File: config.mk
export PLATFORM = sky130hd
export DESIGN_NAME = can_rx_msg_fifo
export DESIGN_NICKNAME = d
export VERILOG_FILES = /design/src/rtl/can_rx_msg_fifo_pkg.sv /design/src/rtl/can_rx_msg_fifo_acc_filter.sv /design/src/rtl/can_rx_msg_fifo.sv
export SDC_FILE = /design/constraint.sdc
export NUM_CORES = 1
export LEC_CHECK = 0
export ABC_AREA = 0
export CORE_MARGIN = 2
export CORE_UTILIZATION = 53
export DETAILED_ROUTE_END_ITERATION = 10
export PLACE_DENSITY = 0.82
export SLEW_MARGIN = 0
export SYNTH_ARGS = -nofsm -noshare
export SYNTH_HDL_FRONTEND = slang
export SYNTH_SLANG_ARGS = --single-unit
File: constraint.sdc
create_clock -name clk -period 6.1 [get_ports clk]
set_input_delay 1.83 -clock clk [delete_from_list [all_inputs] [get_ports clk]]
set_output_delay 1.83 -clock clk [all_outputs]
set_load 0.1 [all_outputs]
File: src/rtl/can_rx_msg_fifo_pkg.sv
`default_nettype none
// ============================================================================
//  Module      : can_rx_msg_fifo_pkg
//  Description : Shared types and helpers for the CAN receive message FIFO.
//  Revision    : 1.0 - initial release
// ============================================================================
package can_rx_msg_fifo_pkg;

    localparam int c_MAX_BYTES = 8;

    typedef struct packed {
        logic [28:0]     id;
        logic            ide;
        logic            rtr;
        logic [3:0]      dlc;
        logic [7:0][7:0] data;
        logic [3:0]      hit;
    } can_frame_t;

    // Hit code used when no filter is enabled: one past the last filter index.
    function automatic logic [3:0] can_accept_all(input int num_filters);
        return 4'(num_filters);
    endfunction

    // Zero every byte beyond the effective payload length (RTR carries none).
    function automatic logic [7:0][7:0] can_sanitise_data(input logic [7:0][7:0] data,
                                                          input logic [3:0]      dlc,
                                                          input logic            rtr);
        logic [3:0]      len;
        logic [7:0][7:0] res;
        len = rtr ? 4'd0 : ((dlc > 4'd8) ? 4'd8 : dlc);
        for (int i = 0; i < c_MAX_BYTES; i++) begin
            res[i] = (4'(i) < len) ? data[i] : 8'h00;
        end
        return res;
    endfunction

endpackage
`default_nettype wire

File: src/rtl/can_rx_msg_fifo_acc_filter.sv
`default_nettype none
// ============================================================================
//  Module      : can_acc_filter
//  Description : Combinational bank of ID/mask acceptance filters.
//  Revision    : 1.0 - initial release
// ============================================================================
module can_acc_filter
    import can_rx_msg_fifo_pkg::*;
#(
    parameter int NUM_FILTERS = 2
) (
    input  logic [28:0]                  id,
    input  logic                         ide,
    input  logic [NUM_FILTERS-1:0]       flt_en,
    input  logic [NUM_FILTERS-1:0]       flt_ide,
    input  logic [NUM_FILTERS-1:0][28:0] flt_id,
    input  logic [NUM_FILTERS-1:0][28:0] flt_mask,
    output logic                         accept,
    output logic [3:0]                   hit_idx
);

    logic [NUM_FILTERS-1:0] w_hit;

    generate
        for (genvar gi = 0; gi < NUM_FILTERS; gi++) begin : g_flt
            assign w_hit[gi] = flt_en[gi] && (flt_ide[gi] == ide) &&
                               (((id ^ flt_id[gi]) & flt_mask[gi]) == 29'd0);
        end
    endgenerate

    // Scan downwards so the lowest hitting filter wins.
    always_comb begin
        accept  = 1'b0;
        hit_idx = can_accept_all(NUM_FILTERS);
        for (int i = NUM_FILTERS - 1; i >= 0; i--) begin
            if (w_hit[i]) begin
                accept  = 1'b1;
                hit_idx = 4'(i);
            end
        end
        if (flt_en == '0) begin
            accept = 1'b1;
        end
    end

endmodule
`default_nettype wire

File: src/rtl/can_rx_msg_fifo.sv
`default_nettype none
// ============================================================================
//  Module      : can_rx_msg_fifo
//  Description : Filtered, overrun-aware show-ahead FIFO of received CAN frames.
//  Revision    : 1.0 - initial release
// ============================================================================
module can_rx_msg_fifo
    import can_rx_msg_fifo_pkg::*;
#(
    parameter int DEPTH       = 4,
    parameter int NUM_FILTERS = 2
) (
    input  logic                          clk,
    input  logic                          rst,
    input  logic                          rx_done_flag,
    input  logic                          rx_ide,
    input  logic [10:0]                   rx_id_std,
    input  logic [17:0]                   rx_id_ext,
    input  logic                          rx_rtr,
    input  logic [3:0]                    rx_dlc,
    input  logic [7:0][7:0]               rx_data_array,
    input  logic [NUM_FILTERS-1:0]        flt_en,
    input  logic [NUM_FILTERS-1:0]        flt_ide,
    input  logic [NUM_FILTERS-1:0][28:0]  flt_id,
    input  logic [NUM_FILTERS-1:0][28:0]  flt_mask,
    input  logic                          flush,
    input  logic                          rd_en,
    output logic                          out_valid,
    output can_frame_t                    out_frame,
    output logic [$clog2(DEPTH+1)-1:0]    count,
    output logic                          overrun,
    output logic [7:0]                    overrun_cnt
);

    localparam int c_AW = $clog2(DEPTH);
    localparam int c_CW = $clog2(DEPTH + 1);

    logic [28:0]     w_cmp_id;
    logic            w_accept;
    logic [3:0]      w_hit_idx;

    logic            r_s1_valid;
    logic            r_s1_accept;
    can_frame_t      r_s1_frame;

    can_frame_t      r_mem [DEPTH];
    logic [c_AW-1:0] r_wr_ptr;
    logic [c_AW-1:0] r_rd_ptr;
    logic [c_CW-1:0] r_count;
    logic            r_overrun;
    logic [7:0]      r_ovr_cnt;

    logic            w_full;
    logic            w_pop;
    logic            w_accepted;
    logic            w_commit;
    logic            w_drop;

    assign w_cmp_id = rx_ide ? {rx_id_std, rx_id_ext} : {rx_id_std, 18'd0};

    can_acc_filter #(
        .NUM_FILTERS (NUM_FILTERS)
    ) u_filter (
        .id       (w_cmp_id),
        .ide      (rx_ide),
        .flt_en   (flt_en),
        .flt_ide  (flt_ide),
        .flt_id   (flt_id),
        .flt_mask (flt_mask),
        .accept   (w_accept),
        .hit_idx  (w_hit_idx)
    );

    // Capture stage: filter verdict and sanitised payload registered together.
    always_ff @(posedge clk or posedge rst) begin
        if (rst) begin
            r_s1_valid  <= 1'b0;
            r_s1_accept <= 1'b0;
            r_s1_frame  <= '0;
        end else begin
            r_s1_valid <= rx_done_flag && !flush;
            if (rx_done_flag) begin
                r_s1_accept     <= w_accept;
                r_s1_frame.id   <= w_cmp_id;
                r_s1_frame.ide  <= rx_ide;
                r_s1_frame.rtr  <= rx_rtr;
                r_s1_frame.dlc  <= rx_dlc;
                r_s1_frame.data <= can_sanitise_data(rx_data_array, rx_dlc, rx_rtr);
                r_s1_frame.hit  <= w_hit_idx;
            end
        end
    end

    // A pop in the same cycle frees the slot a full FIFO needs for the commit.
    assign w_full     = (r_count == c_CW'(DEPTH));
    assign w_pop      = rd_en && (r_count != '0) && !flush;
    assign w_accepted = r_s1_valid && r_s1_accept && !flush;
    assign w_commit   = w_accepted && (!w_full || w_pop);
    assign w_drop     = w_accepted && w_full && !w_pop;

    always_ff @(posedge clk) begin
        if (w_commit) begin
            r_mem[r_wr_ptr] <= r_s1_frame;
        end
    end

    always_ff @(posedge clk or posedge rst) begin
        if (rst) begin
            r_wr_ptr <= '0;
            r_rd_ptr <= '0;
            r_count  <= '0;
        end else if (flush) begin
            r_wr_ptr <= '0;
            r_rd_ptr <= '0;
            r_count  <= '0;
        end else begin
            if (w_commit) begin
                r_wr_ptr <= r_wr_ptr + c_AW'(1);
            end
            if (w_pop) begin
                r_rd_ptr <= r_rd_ptr + c_AW'(1);
            end
            case ({w_commit, w_pop})
                2'b10:   r_count <= r_count + c_CW'(1);
                2'b01:   r_count <= r_count - c_CW'(1);
                default: r_count <= r_count;
            endcase
        end
    end

    always_ff @(posedge clk or posedge rst) begin
        if (rst) begin
            r_overrun <= 1'b0;
            r_ovr_cnt <= 8'd0;
        end else begin
            r_overrun <= w_drop;
            if (w_drop && (r_ovr_cnt != 8'hFF)) begin
                r_ovr_cnt <= r_ovr_cnt + 8'd1;
            end
        end
    end

    assign out_valid   = (r_count != '0);
    assign out_frame   = out_valid ? r_mem[r_rd_ptr] : '0;
    assign count       = r_count;
    assign overrun     = r_overrun;
    assign overrun_cnt = r_ovr_cnt;

endmodule
`default_nettype wire
==> results.md, run 1 <==
- Number of global-route vias before repair: between 10000 and 15000
- Worst vdd ir: 0.470 mV
- Worst-case clock buffer depth: 3
- Global-route wire length before repair: slightly above 70000 µm
- Root buffer cell: clkbuf_16
- Drt drc: 0
- Tcrit/Tclk final: 86.9%
- Distinct cells, synth: 45
- Total CTS buffers: 51
- Final Setup Violations: 0
- Die width: between 200 and 250 µm
- Post-Syn Area: ~21000 µm²
- Reg-to-reg endpoint: count[2]
- Slew margin rel.: about 29%
- Placed wire-length estimate: approximately 31000 µm
- Synthesis-to-layout area growth: 27.4%
- Vias: 11400
- Largest net degree at the start of global routing: between 80 and 90
- CP arrival: 3.47 ns
- Antenna-violating nets left: 0
- Reg-to-reg startpoint: count[2]
- WL final: around 47000 µm
- Synthesis-stage register bit count: 523
- Fin crit period: around 5.3 ns
- Register clock-pin slew on the reported worst setup and hold paths: approximately 0.060 ns
- Number of antenna violations at the first check in global routing: 5
- Sequential area share after synthesis: a little over 70%
- Hold crit path type: reg -> reg
- Status: finished clean
- Clk Latency, worst-skew pair: between 0.5 and 0.6 ns
- R2R cell count: 8
- Most frequent cells in the layout: edfxtp_1, clkdlybuf4s50_1, dfrtp_1
- Async SR Flop Fraction: about 23%
- CP Class: reg -> out
- TritonCTS clock tree: done
- Post-synth top flop: edfxtp_1
- Post-cts sizing count: 0
- CP endpoint kind: output port
- Max-Cap Viols: 0
- Fmax: 0.189 GHz
- Power Total: 0.0121 W
- Layout Skew: around 0.022 ns
- Number of DRC markers in iteration 0: between 700 and 800
- GR Overflow Total: 0
- Starting density of the core: a little over half
- Filler cells: between 2000 and 2500
- Row Count: 72
- Post-CTS Hold Buffers: 0
- Pwr Density: ~460 nW/µm²
- Combined area of the multi-input logic cells: between 5000 and 6000 µm²
- Mean area per synthesized cell: around 19 µm²
- RSZ-0062 raised after global routing: false
- Net count, final: ~1700
- DRT Pass-1 Iters: 5
- I/O Buffers: 337
- Die area: around 41000 µm²
- Final Hold Fails: 0
- Die Y: 202 µm
- Hold Path Depth: 0
- Worst-margin pin slew: roughly 1.1 ns
- GR Util All Layers: a little under a quarter
- Wire per inst: 23.4 µm
- Routed vias/inst: about 5.6
- GPL Wtd Cong: 0.826
- Clock Sinks: between 500 and 600
- Hold Path Sink: r_mem[3][86]
- Setup TNS: 0 ns
- I/O pin cnt: 340
- R2r setup slk: approximately 3.4 ns
- Layout cells sized above 1: between 10% and 20%
- WP data required: between 4 and 5 ns
- Hold path startpoint: r_s1_frame[88]
- Pins Over Slew Limit: 0
- Warnings from Yosys: 0
- Pleak: 9.36 nW
- Crit-path max FO: 27
- Setup crit start kind: register
- Syn Inst Count: around 1100
- Register area: approximately 15000 µm²
- Core area: 38600 µm²
- Post-CTS Repair Setup Buffers: 0
- Commonest non-fill, non-tap cell in the layout: edfxtp_1
- Number of synthesized flops with an enable pin: just over 400
- H-Tree Depth: 2
-- stage by stage --
step	setup WS, ns	instance area, µm²	hold slack, ns	instances	util, %
floorplan	0.737	20800	0.472	1100	-
global placement	1.33	24800	0.484	1921	64.2
detailed placement	1.19	24800	0.490	1921	64.2
CTS	0.713	26500	0.514	2016	68.5
global route	0.603	26500	0.531	2018	68.5
finish	0.797	26500	0.508	2019	68.5
-- cell usage after synthesis, types with 11 or more instances --
library cell | n | area, µm²
edfxtp_1 | 404 | 12100
dfrtp_1 | 119 | 2980
and2_1 | 118 | 738
mux4_2 | 101 | 2270
xor2_1 | 61 | 534
a22o_1 | 56 | 490
mux2_2 | 35 | 394
clkbuf_1 | 27 | 101
a22oi_1 | 26 | 195
nand2_1 | 20 | 75.1
nor2_1 | 13 | 48.8
buf_1 | 11 | 41.3
buf_2 | 11 | 55.1
-- final cells by class --
class | instances | area share, %
inverter | 10 | 0.161
timing repair buffer | 356 | 13.5
sequential | 523 | 57.1
antenna | 3 | 0.0284
tap | 518 | 2.45
clock inverter | 16 | 0.615
multi-input combinational | 514 | 20.4
clock buffer | 79 | 5.65
-- registers in the layout, indices dropped and copies added, names as in the netlist --
name	cells
r_s1_valid	1
r_s1_frame	101
r_mem	404
r_rd_ptr	2
r_s1_accept	1
overrun	1
count	3
r_wr_ptr	2
overrun_cnt	8
-- where the power goes --
part	switching, W	internal [W]
Combinational	0.00356	0.00138
Clock	0.00125	0.00181
Sequential	0.000143	0.00396
-- worst max-delay path, stage by stage, from the launching register on --
cell and delay (ns):
dfrtp_4 0.78, buf_4 0.37, mux4_2 0.57, and2_1 0.20, clkdlybuf4s50_1 0.98
-- kinds of logic (layout without fill, tap and decap cells) --
group	count (synthesis)	count (layout)	synth area share, %
adder cells (fa/ha/maj)	6	6	0.397
XOR/XNOR	71	71	3.03
AND/OR/NAND/NOR	187	187	5.32
flip-flops	523	523	72.7
AO/OA/AOI/OAI	112	112	4.34
other	1	5	0.0181
multiplexers	136	136	12.8
buffers and inverters	63	461	1.31
-- layer usage --
metal / up-vias / GRT usage [%] / wire length, µm
li1: 5020 / - / -
met1: 5791 / 29.5 / 18500
met2: 456 / 39.9 / 24100
met3: 90 / 5.10 / 3200
met4: 2 / 7.83 / 1440
met5: - / 0 / 12
-- worst max path at each step --
stage	from	slack, ns	end
floorplan	flush	0.74	r_mem[0][0]
global route	r_rd_ptr[0]	0.60	out_frame[93]
global placement	flush	1.33	r_mem[1][55]
CTS	r_rd_ptr[0]	0.71	out_frame[93]
detailed placement	flush	1.19	r_mem[1][55]
finish	r_rd_ptr[0]	0.80	out_frame[93]
(Power assumes the default switching activity.)
==> inputs of run 2 (changes only) <==
--- a/config.mk
+++ b/config.mk
@@ -6,10 +6,9 @@
 export NUM_CORES = 1
 export LEC_CHECK = 0
 export ABC_AREA = 0
-export CORE_MARGIN = 2
 export CORE_UTILIZATION = 53
 export DETAILED_ROUTE_END_ITERATION = 10
-export PLACE_DENSITY = 0.82
+export PLACE_DENSITY = 0.79
 export SLEW_MARGIN = 0
 export SYNTH_ARGS = -nofsm -noshare
 export SYNTH_HDL_FRONTEND = slang
==> run 2 against run 1 <==
Compared with the run above: via count increased by 0.33%; cell area decreased by 0.12%; first-iteration DRC count increased by 12%; clock power decreased by 2%; worst setup slack got worse by 0.096 ns; hold slack improved by 0.0046 ns; global-route usage increased by 0.72 points; die area decreased by 2.0%; clock skew about the same; non-clock buffer count increased by 2; combinational power about the same.
==> results.md, run 2 (synthesis gave the netlist of run 1 again) <==
- Status: finished clean
- Sw frac: 41.1%
- WL final: between 40000 and 50000 µm
- Die area: roughly 40000 µm²
- Clock power frac: 24.9%
- Cell family with most CP delay: buffers and inverters
- Worst-case clock buffer depth: 3
- Placed wire-length estimate: 30600 µm
- Layout cells sized above 1: ~17%
- Wire per inst: approximately 23 µm
- RSZ-0062 raised after global routing: false
- I/O Buffers: roughly 340
- CP arrival: between 3 and 4 ns
- Core area: around 39000 µm²
- Post-cts sizing count: 0
- Fin crit period: between 5 and 6 ns
- Largest reg by FF count: r_mem
- Starting density of the core: a little over half
- Number of DRC markers in iteration 0: between 800 and 900
- Combined area of the multi-input logic cells: ~5400 µm²
- Register area: between 15000 and 20000 µm²
- Layout Utilization: 68.4%
- Routed vias/inst: around 5.7
- GR Overflow Total: 0
- Clk Latency, worst-skew pair: 0.57 ns
- Crit path buffers/inverters: 2
- Total CTS buffers: 49
- TritonCTS clock tree: done
- Pwr Density: about 460 nW/µm²
- Clock Sinks: about 520
- Worst-margin pin slew: between 1 and 1.5 ns
- Post-CTS Hold Buffers: 0
- Net count, final: ~1700
- Final Hold Fails: 0
- Slew margin rel.: a little over a quarter
- Filler cells: roughly 2500
- Drt drc: 0
- Slowest library cell on the worst path: clkdlybuf4s50_1
- Most frequent cells in the layout: edfxtp_1, clkdlybuf4s50_1, dfrtp_1
- GPL Wtd Cong: approximately 0.88
- Root buffer cell: clkbuf_16
- Global-route wire length before repair: about 69000 µm
- Pins Over Slew Limit: 0
- CP endpoint kind: output port
- Comb pwr share: roughly two fifths
- Number of antenna violations at the first check in global routing: 3
- Max-Cap Viols: 0
- GR Util All Layers: a little under a quarter
- Hold crit path type: reg -> reg
- H-Tree Depth: 2
- CP max stage delay: 0.97 ns
- Setup TNS: 0 ns
- Post-CTS Repair Setup Buffers: 0
- Pint: ~0.0071 W
- Fmax: 0.185 GHz
- Largest net degree at the start of global routing: 91
- Layout Skew: between 0.02 and 0.025 ns
- Largest register FFs: between 400 and 500
- DRT Pass-1 Iters: 5
- Part of the power in registers: 34.1%
- Row Count: slightly above 70
- CP Class: reg -> out
- CP cell instances: buf_12 > mux4_2 > and2_1 > clkdlybuf4s50_1
- Synthesis-to-layout area growth: 27.2%
- Register clock-pin slew on the reported worst setup and hold paths: roughly 0.060 ns
- Tcrit/Tclk final: 88.5%
- WP data required: 4.27 ns
- Die Y: around 200 µm
- I/O pin cnt: 340
- Die width: between 150 and 200 µm
- Worst vdd ir: 0.285 mV
- Vias: approximately 11000
- Setup crit start kind: register
- Antenna-violating nets left: 0
- Final Setup Violations: 0
- Pleak: 9.32 nW
- Sw power: ~0.0049 W
- Crit-path max FO: 32
- Number of global-route vias before repair: between 10000 and 15000
- Commonest non-fill, non-tap cell in the layout: edfxtp_1
[run 2: cell types whose count changed in the layout (fill, tap and decap cells not counted), sizes merged]
cell | before | now
clkbuf | 79 | 70
bufinv | 3 | 4
clkdlybuf4s50 | 329 | 334
inv | 10 | 11
clkinv | 11 | 14
diode | 3 | 2
buf | 27 | 24
[run 2: final cells by class]
| type | instances | area share (%) |
|---|---|---|
| sequential | 523 | 57.2 |
| multi-input combinational | 514 | 20.5 |
| clock inverter | 21 | 0.795 |
| inverter | 10 | 0.161 |
| antenna | 2 | 0.0189 |
| tap | 518 | 2.45 |
| timing repair buffer | 358 | 13.7 |
| clock buffer | 70 | 5.21 |
[run 2: per-layer routing]
| layer | share of wire [%] | track usage (%) |
|---|---|---|
| met2 | 50 | 40.0 |
| met5 | 0.096 | 0 |
| met3 | 7.2 | 5.29 |
| met1 | 39 | 30.6 |
| met4 | 3.8 | 9.84 |
[run 2: per-stage QoR]
stage / std cells / hold slack (ns) / worst slack [ns] / instance area, µm² / power, W
finish: 2016 / 0.513 / 0.701 / 26400 / 0.0120
global route: 2014 / 0.533 / 0.522 / 26400 / 0.0124
CTS: 2014 / 0.511 / 0.606 / 26400 / 0.0121
detailed placement: 1923 / 0.486 / 1.23 / 24800 / 0.00914
global placement: 1923 / 0.485 / 1.24 / 24800 / 0.00912
floorplan: 1100 / 0.472 / 0.737 / 20800 / 0.00788
[run 2: worst paths after layout]
check | start | endpoint | slack, ns | depth (start not counted)
setup reg to reg | count[0] | r_mem[1][63] | 3.45 | 5
setup / recovery | r_rd_ptr[0] | out_frame[34] | 0.70 | 4
max in group asynchronous | rst | r_s1_frame[76] | 3.17 | 3
min in group asynchronous | rst | overrun_cnt[3] | 1.83 | 2
hold reg to reg | r_s1_frame[96] | r_mem[0][94] | 0.51 | 0
hold / removal | r_s1_frame[96] | r_mem[0][94] | 0.51 | 0
[run 2: power by group through the flow]
stage / sequential (W) / clock [W] / combinational (W)
6_report: 0.00410 / 0.00300 / 0.00493
5_1_grt: 0.00413 / 0.00317 / 0.00512
4_1_cts: 0.00411 / 0.00304 / 0.00498
3_5_place_dp: 0.00418 / 0 / 0.00496
3_3_place_gp: 0.00417 / 0 / 0.00495
2_1_floorplan: 0.00414 / 0 / 0.00374
==> inputs of run 3 (changes only) <==
--- a/config.mk
+++ b/config.mk
@@ -6,9 +6,11 @@
 export NUM_CORES = 1
 export LEC_CHECK = 0
 export ABC_AREA = 0
-export CORE_UTILIZATION = 53
+export CORE_UTILIZATION = 58
 export DETAILED_ROUTE_END_ITERATION = 10
-export PLACE_DENSITY = 0.79
+export DONT_BUFFER_PORTS = 1
+export GPL_TIMING_DRIVEN = 0
+export PLACE_DENSITY = 0.74
 export SLEW_MARGIN = 0
 export SYNTH_ARGS = -nofsm -noshare
 export SYNTH_HDL_FRONTEND = slang
==> run 3 against run 2 <==
Compared with the run above: die area fell by 8.5%; first-iteration DRC count decreased by 22%; routed wire length fell by 1.9%; clock power about the same; utilization is 1.9 points lower; highest routed layer is now met4; critical path depth grew 1.
==> results.md, run 3 (synthesis gave the netlist of run 1 again) <==
- Fmax: between 0.15 and 0.2 GHz
- Final Hold Fails: 0
- Synthesis-to-layout area growth: 11.7%
- Reg-to-reg startpoint: count[0]
- Most frequent cells in the layout: edfxtp_1, dfrtp_1, mux4_2
- Worst vdd ir: 0.425 mV
- Slew margin rel.: 26.6%
- Setup WS post-layout: roughly 0.21 ns
- WHS: roughly 0.5 ns
- Clk Latency, worst-skew pair: 0.58 ns
- Register clock-pin slew on the reported worst setup and hold paths: 0.06 ns
- Status: finished clean
- CP endpoint kind: output port
- Final Setup Violations: 0
- Number of DRC markers in iteration 0: 681
- Total CTS buffers: 51
- Largest register FFs: 404
- CP Class: reg -> out
- Die area: 36600 µm²
- Row Count: 68
- CP arrival: between 4 and 5 ns
- Core area: ~35000 µm²
- Root buffer cell: clkbuf_16
- I/O Buffers: 0
- Number of antenna violations at the first check in global routing: 2
- Routed vias/inst: a little over 6
- Tcrit/Tclk final: between 90% and 100%
- GPL Wtd Cong: 0.908
- I/O pin cnt: 340
- Crit-path max FO: 10
- Drt drc: 0
- Commonest non-fill, non-tap cell in the layout: edfxtp_1
- Placed wire-length estimate: ~30000 µm
- Finished Layout Cells: 1658
- Largest reg by FF count: r_mem
- RSZ-0062 raised after global routing: false
- DRT Pass-1 Iters: 5
- Pins Over Slew Limit: 0
- Reg-to-reg endpoint: r_mem[3][74]
- Max-Cap Viols: 0
- GR Overflow Total: 0
- Setup WS pre-CTS: approximately 0.55 ns
- Die width: 191 µm
- Hold path startpoint: r_s1_frame[40]
- Layout Skew: 0.0225 ns
- Hold crit path type: reg -> reg
- WP data required: 4.27 ns
- Largest net degree at the start of global routing: 76
- Vias: about 10000
- Fin crit period: ~5.9 ns
- Layout cells sized above 1: 25.0%
- R2R cell count: 5
- Die Y: between 150 and 200 µm
- Wire per inst: about 28 µm
- Worst-margin pin slew: around 1.1 ns
- Pwr Density: slightly below 500 nW/µm²
- Setup crit start kind: register
- TritonCTS clock tree: done
- R2r setup slk: 2.55 ns
- Worst-case clock buffer depth: 3
- Global-route wire length before repair: between 60000 and 70000 µm
- WL final: ~46000 µm
- Pleak: approximately 8 nW
- GR Util All Layers: approximately 25%
- Net count, final: 1389
- Starting density of the core: 59.6%
- Antenna-violating nets left: 0
- Number of global-route vias before repair: 10700
- CP Launch Point: count[0]
- Placed Cells: between 1500 and 2000
- Critical Path End: out_frame[44]
- H-Tree Depth: 2
- Clock Sinks: 523
==> run 3: how the worst min path moves through the flow <==
stage	depth (start not counted)	endpoint
after detailed placement	0	r_mem[3][82]
after floorplan	0	r_mem[0][100]
after global placement	0	r_mem[1][68]
after CTS	0	r_mem[1][69]
after global routing	0	r_mem[1][91]
final	0	r_mem[3][38]
==> run 3: through the flow <==
step                setup TNS (ns)  area, µm²  utilization [%]  power [W]
finish                           0      23200             66.5     0.0113
global route                     0      23200             66.5     0.0116
CTS                              0      23200             66.4     0.0114
detailed placement               0      21500             61.7    0.00838
global placement           -618.90      21300             61.2    0.00834
floorplan                        0      20800                -    0.00788
==> run 3: layer usage <==
metal	GRT usage, %	share of wire (%)	vias to the layer above
met5	0	0	-
met4	8.00	2.7	0
met2	43.4	52	416
met3	5.16	7.3	82
li1	-	-	4446
met1	33.1	38	5366
==> run 3: layout make-up <==
| class | count | area (µm²) |
|---|---|---|
| clock buffers | 63 | 1360 |
| well taps | 455 | 569 |
| flip-flops and latches | 523 | 15100 |
| diodes | 1 | 2.50 |
| fillers | 2328 | 11700 |
| repair buffers | 6 | 158 |
| inverters | 10 | 42.5 |
| multi-input cells | 514 | 5470 |
| clock inverters | 33 | 246 |
| plain buffers | 53 | 236 |
==> run 3: timing repair <==
action                                  CTS  global route
setup buffers                             0             0
gates resized for setup                  21            29
endpoints found under the hold margin     0             0
hold buffers                              0             0
endpoints found under the setup margin   22            29
==> run 3: critical path: stages, from the launching register on <==
cell and delay (ns):
dfrtp_1 0.99, or3_1 0.22, clkbuf_1 0.36, clkbuf_1 0.73
clkbuf_1 0.34, and2_1 0.84
==> run 3: power breakdown <==
part / internal (W) / total [W] / switching (W)
Combinational: 0.000744 / 0.00422 / 0.00347
Sequential: 0.00395 / 0.00410 / 0.000145
Clock: 0.00168 / 0.00299 / 0.00130
